<file path="config.mk">
export PLATFORM = sky130hd
export DESIGN_NAME = text_buf_ctrl
export DESIGN_NICKNAME = d
export VERILOG_FILES = /design/src/rtl/text_buf_ctrl.sv
export SDC_FILE = /design/constraint.sdc
export NUM_CORES = 1
export LEC_CHECK = 0
export BUFFER_PORTS_ARGS = -buffer_cell sky130_fd_sc_hd__buf_2
export CAP_MARGIN = 30
export CELL_PAD_IN_SITES_DETAIL_PLACEMENT = 1
export CELL_PAD_IN_SITES_GLOBAL_PLACEMENT = 2
export CORE_ASPECT_RATIO = 0.6
export CORE_MARGIN = 2
export CORE_UTILIZATION = 30
export DETAILED_ROUTE_END_ITERATION = 16
export GPL_TIMING_DRIVEN = 0
export PLACE_DENSITY_LB_ADDON = 0.1
export SLEW_MARGIN = 20
export SYNTH_ARGS = -nofsm -noshare
export SYNTH_HDL_FRONTEND = slang
export SYNTH_SLANG_ARGS = --single-unit
</file>
<file path="constraint.sdc">
create_clock -name clk -period 4.3 [get_ports clk]
set_clock_uncertainty 0.05 [all_clocks]
set_input_delay 0.43 -clock clk [delete_from_list [all_inputs] [get_ports clk]]
set_output_delay 0.43 -clock clk [all_outputs]
set_load 0.02 [all_outputs]
</file>
<file path="src/rtl/text_buf_ctrl.sv">
// text_buf_ctrl: write-side controller for the VGA text buffer.
// Tracks a (row, col) cursor, turns accepted ASCII codes into registered
// single-port writes, and runs an exclusive full-screen clear sweep.
module text_buf_ctrl #(
  parameter int unsigned COLS  = 71,
  parameter int unsigned ROWS  = 29,
  parameter logic [7:0]  ENTER = 8'ha9,
  parameter logic [7:0]  BKSP  = 8'h08
) (
  input  logic        clk,
  input  logic        rst,
  input  logic        ascii_valid,
  input  logic [7:0]  ascii_code,
  output logic        ascii_ready,
  input  logic        clr_req,
  output logic        wr_en,
  output logic [11:0] wr_addr,
  output logic [7:0]  wr_data,
  output logic [4:0]  cursor_row,
  output logic [6:0]  cursor_col,
  output logic        busy
);

  localparam int unsigned ROW_W  = 5;
  localparam int unsigned COL_W  = 7;
  localparam int unsigned ADDR_W = 12;
  localparam int unsigned DATA_W = 8;

  localparam logic [ADDR_W-1:0] LAST_ADDR = ADDR_W'(COLS * ROWS - 1);
  localparam logic [COL_W-1:0]  LAST_COL  = COL_W'(COLS - 1);
  localparam logic [ROW_W-1:0]  LAST_ROW  = ROW_W'(ROWS - 1);

  typedef enum logic {
    IDLE  = 1'b0,
    CLEAR = 1'b1
  } state_e;

  state_e              state_q, state_d;
  logic [ROW_W-1:0]    row_q, row_d;
  logic [COL_W-1:0]    col_q, col_d;
  logic                wr_en_q, wr_en_d;
  logic [ADDR_W-1:0]   wr_addr_q, wr_addr_d;
  logic [DATA_W-1:0]   wr_data_q, wr_data_d;
  logic                busy_q, busy_d;
  logic [ADDR_W-1:0]   sweep_q, sweep_d;
  logic [ADDR_W-1:0]   cur_addr;

  // Linear address of the cursor cell; backspace target is simply one less.
  assign cur_addr = ADDR_W'(ADDR_W'(row_q) * ADDR_W'(COLS)) + ADDR_W'(col_q);

  // Only combinational output: accept when idle and no clear is pending.
  assign ascii_ready = (state_q == IDLE) && !clr_req && !rst;

  // State register and registered outputs, synchronous reset.
  always_ff @(posedge clk) begin
    if (rst) begin
      state_q   <= IDLE;
      row_q     <= '0;
      col_q     <= '0;
      wr_en_q   <= 1'b0;
      wr_addr_q <= '0;
      wr_data_q <= '0;
      busy_q    <= 1'b0;
      sweep_q   <= '0;
    end else begin
      state_q   <= state_d;
      row_q     <= row_d;
      col_q     <= col_d;
      wr_en_q   <= wr_en_d;
      wr_addr_q <= wr_addr_d;
      wr_data_q <= wr_data_d;
      busy_q    <= busy_d;
      sweep_q   <= sweep_d;
    end
  end

  // Next-state, cursor update and write generation.
  always_comb begin
    state_d   = state_q;
    row_d     = row_q;
    col_d     = col_q;
    wr_en_d   = 1'b0;
    wr_addr_d = wr_addr_q;
    wr_data_d = wr_data_q;
    busy_d    = busy_q;
    sweep_d   = sweep_q;

    case (state_q)
      IDLE: begin
        busy_d = 1'b0;
        if (clr_req) begin
          // Clear wins over a simultaneous code; first cell written next cycle.
          state_d   = CLEAR;
          busy_d    = 1'b1;
          sweep_d   = '0;
          row_d     = '0;
          col_d     = '0;
          wr_en_d   = 1'b1;
          wr_addr_d = '0;
          wr_data_d = '0;
        end else if (ascii_valid && ascii_ready) begin
          if (ascii_code == 8'h00) begin
            // Null code: ignored.
          end else if (ascii_code == ENTER) begin
            col_d = '0;
            row_d = (row_q == LAST_ROW) ? '0 : row_q + ROW_W'(1);
          end else if (ascii_code == BKSP) begin
            if ((row_q != '0) || (col_q != '0)) begin
              if (col_q != '0) begin
                col_d = col_q - COL_W'(1);
              end else begin
                row_d = row_q - ROW_W'(1);
                col_d = LAST_COL;
              end
              wr_en_d   = 1'b1;
              wr_addr_d = cur_addr - ADDR_W'(1);
              wr_data_d = '0;
            end
          end else begin
            wr_en_d   = 1'b1;
            wr_addr_d = cur_addr;
            wr_data_d = ascii_code;
            if (col_q == LAST_COL) begin
              col_d = '0;
              row_d = (row_q == LAST_ROW) ? '0 : row_q + ROW_W'(1);
            end else begin
              col_d = col_q + COL_W'(1);
            end
          end
        end
      end

      CLEAR: begin
        // sweep_q holds the address currently on the write port.
        if (sweep_q == LAST_ADDR) begin
          state_d = IDLE;
          busy_d  = 1'b0;
          sweep_d = '0;
        end else begin
          sweep_d   = sweep_q + ADDR_W'(1);
          wr_en_d   = 1'b1;
          wr_addr_d = sweep_q + ADDR_W'(1);
          wr_data_d = '0;
          busy_d    = 1'b1;
        end
      end

      default: state_d = IDLE;
    endcase
  end

  assign wr_en      = wr_en_q;
  assign wr_addr    = wr_addr_q;
  assign wr_data    = wr_data_q;
  assign cursor_row = row_q;
  assign cursor_col = col_q;
  assign busy       = busy_q;

endmodule

</file>
==> impl_metrics.env <==
export IMPL_setup_violations=0
export IMPL_p_clk_share_pct=38.8
export IMPL_routed_wl_mm=13.29
export IMPL_p_sw_uw=341.7
export IMPL_diodes=0
export IMPL_cap_viol_max_count=0
export IMPL_synth_edf_count=0
export IMPL_ctsHoldBuffers=0
export IMPL_crit_type="reg2reg"
export IMPL_clkSlewWorstSetupHoldPaths_ns=0.08
export IMPL_r2r_setup_slack_ns=0.23
export IMPL_synthXorXnorAreaFrac_pct=4.617
export IMPL_internal_power_uw=726.0
export IMPL_critPathArrivalTime_ns=4.25
export IMPL_peakVddDrop_uv=168.0
export IMPL_seq_area_um2=937.1
export IMPL_min_delay_start="ascii_code[6]"
export IMPL_synthAdderAreaFrac_pct=14.97
export IMPL_clockRootBuffer="clkbuf_16"
export IMPL_clkSinkCount=46
export IMPL_grtUsageTotal_pct=19.94
export IMPL_fin_crit_sh_pct=94.75
export IMPL_ys_warn_count=0
export IMPL_layout_commonest_cell="buf_2"
export IMPL_pwr_share_comb_pct=18.8
export IMPL_drt_iter0_markers=164
export IMPL_globalplace_congestion=0.8112
export IMPL_drive_above_1_share_pct=19.47
export IMPL_wl_per_cell_um=19.14
export IMPL_clk_latency_ns=0.29
export IMPL_synth_nets=526
export IMPL_worstReg2RegStart="cursor_row[2]"
export IMPL_start_kind="flop"
export IMPL_cts_inserted_buffers=5
export IMPL_grt_overflow_total=0
export IMPL_dp_slack_ns=-0.4447
export IMPL_max_freq_ghz=0.2454
export IMPL_drv_slew=0
export IMPL_start_util_pct=31.15
export IMPL_die_h_um=91.11
export IMPL_antenna_found_initial=0
export IMPL_yosysSeqAreaShare_pct=24.27
export IMPL_vias=3826
export IMPL_ant_nets=0
export IMPL_rows=31
export IMPL_path_max_fanout=10
export IMPL_grt_pass1_wl_mm=21.14
export IMPL_hold_end="wr_data[6]"
export IMPL_timing_rr_end="wr_addr[9]"
export IMPL_async_flop_share_pct=0
export IMPL_synth_simple_area_share_pct=24.54
export IMPL_multiInputGateArea_um2=2664
export IMPL_grt_pass1_vias=3757
export IMPL_avgSynthCellArea_um2=8.003
export IMPL_grt_max_degree=17
export IMPL_synthMuxAreaShare_pct=0.5937
export IMPL_hold_class="in2reg"
export IMPL_die_area_um2=13590
export IMPL_clk_path_buf_depth=2
export IMPL_critPathCaptureType="flop"
export IMPL_hold_violations=0
export IMPL_placed_cells=684
export IMPL_vias_per_cell=5.513
export IMPL_synth_top_family_by_area="simple AND/OR/NAND/NOR gates"
export IMPL_ys_types=75
export IMPL_core_area_um2=12180
export IMPL_synth_compound_area_share_pct=24.24
export IMPL_switching_share_pct=32.00
export IMPL_worst_pin_slew_ns=0.8601
export IMPL_final_cells=694
export IMPL_cts_tree="yes"
export IMPL_fin_ws_ns=0.2258
export IMPL_worst_r2r_cell_count=12
export IMPL_dieWidth_um=149.2
export IMPL_netlist_area_um2=3794
export IMPL_min_period_ns=4.074
export IMPL_io_pins=47
export IMPL_cp_data_required_time_ns=4.48
export IMPL_hold_path_depth=3
export IMPL_slew_headroom_pct=42.40
export IMPL_htree_levels=2
export IMPL_status="completed"
export IMPL_seq_power_share_pct=42.4
export IMPL_yosys_register_bits=46
export IMPL_ys_flop_type="dfxtp_1"
export IMPL_area_delta_synth_final_pct=17.68
export IMPL_netlist_instances=474
export IMPL_hpwl_mm=10.41
export IMPL_fillers=1490
export IMPL_powerDensity_nw_per_um2=239.2
export IMPL_drc=0
export IMPL_final_cell_mix="53 x buf_2, 43 x nand2_1, 41 x dfxtp_1"
export IMPL_fin_nets=580
export IMPL_total_leakage_power_nw=1.933
export IMPL_portBuffers=45
export IMPL_drtPass1Iterations=4
export IMPL_grt_setup_unrepaired="false"
metal layers:
layer / track usage [%] / share of wire [%]
met4: 3.095 / 0.47
met2: 27.50 / 39
met1: 32.43 / 55
met5: 0 / 0
met3: 2.814 / 5.4
through the flow:
| stage | hold slack (ns) | power, mW | setup TNS [ns] | area [µm²] | util (%) |
|---|---|---|---|---|---|
| 2_1_floorplan | 0.4003 | 0.5913 | 0 | 3794 | - |
| 3_3_place_gp | 0.3879 | 0.6595 | -0.7610 | 4225 | 34.69 |
| 3_5_place_dp | 0.3932 | 0.6630 | -1.143 | 4225 | 34.69 |
| 4_1_cts | 0.3647 | 1.083 | 0 | 4428 | 36.36 |
| 5_1_grt | 0.3648 | 1.124 | 0 | 4464 | 36.66 |
| 6_report | 0.3664 | 1.068 | 0 | 4464 | 36.66 |
kinds of logic (layout without fill, tap and decap cells):
family,after synthesis,count (layout)
adder cells (fa/ha/maj),40,40
flip-flops,46,46
buffers and inverters,56,111
AND/OR/NAND/NOR,177,177
AO/OA/AOI/OAI,133,133
XOR/XNOR,20,20
multiplexers,2,2
cells in the mapped netlist, drive strengths merged, types with 3 or more instances:
master	n	area share, %
dfxtp	46	24
nand2	43	4.3
nor2	40	4.0
a21oi	33	4.4
inv	33	3.3
ha	31	10
nand3	28	3.7
o21ai	24	3.2
xnor2	16	3.7
a211oi	14	2.9
nor3	14	2.1
buf	12	2.2
clkbuf	10	0.99
fa	9	4.7
and3	8	1.5
nand4	8	1.5
nor4	7	1.5
and4	5	1.2
o211ai	5	0.99
o31ai	5	0.99
a22o	4	0.92
a22oi	4	0.79
o21a	4	0.79
or3	4	0.73
xor2	4	0.92
a221oi	3	0.69
a31oi	3	0.49
nand3b	3	0.92
nor2b	3	0.49
o22ai	3	0.49
o311ai	3	0.89
o31a	3	0.69
or2	3	0.49
flip-flops by register name, indices dropped and copies added (netlist names):
name	flops
busy	1
cursor_col	7
cursor_row	5
sweep_q	12
wr_addr	12
wr_data	8
wr_en	1
how the worst max path moves through the flow:
stage             startpoint     endpoint  slack (ns)  depth (start not counted)
6_report       cursor_row[2]   wr_addr[9]        0.23                         12
2_1_floorplan  cursor_row[3]   wr_addr[9]        0.23                         14
3_5_place_dp   cursor_row[3]   wr_addr[9]       -0.44                         12
3_3_place_gp   cursor_row[3]   wr_addr[9]       -0.35                         14
4_1_cts        cursor_row[2]   wr_addr[9]        0.04                         12
5_1_grt        cursor_row[2]  wr_addr[10]        0.02                         12
power by group through the flow:
stage	registers (mW)	logic, mW	clock network, mW
CTS	0.455	0.201	0.427
floorplan	0.478	0.113	0
global route	0.456	0.221	0.447
finish	0.453	0.201	0.414
global placement	0.464	0.195	0
detailed placement	0.465	0.198	0
worst max-delay path, stage by stage (launching register included):
cell and delay [ns]:
dfxtp_4 0.40, fa_1 0.54, inv_1 0.06, fa_1 0.47, fa_1 0.54, inv_1 0.04
ha_1 0.24, a211oi_2 0.38, o32a_1 0.23, o211ai_1 0.17, nor4_4 0.38, mux2_2 0.38
a21oi_1 0.13
final cells by class:
type | instances | share of cell area, %
Buffer | 22 | 3.055
Clock buffer | 5 | 2.803
Clock inverter | 3 | 0.5325
Inverter | 33 | 2.775
Multi-Input combinational cell | 372 | 59.67
Sequential cell | 46 | 20.99
Tap cell | 165 | 4.624
Timing Repair Buffer | 48 | 5.549
what timing repair did:
item	in CTS	in global routing
pin swaps	3	3
hold endpoints to repair	0	0
gates resized for setup	9	13
buffers inserted	2	1
setup endpoints to repair	6	5
Power figures use the tool's default switching activity.
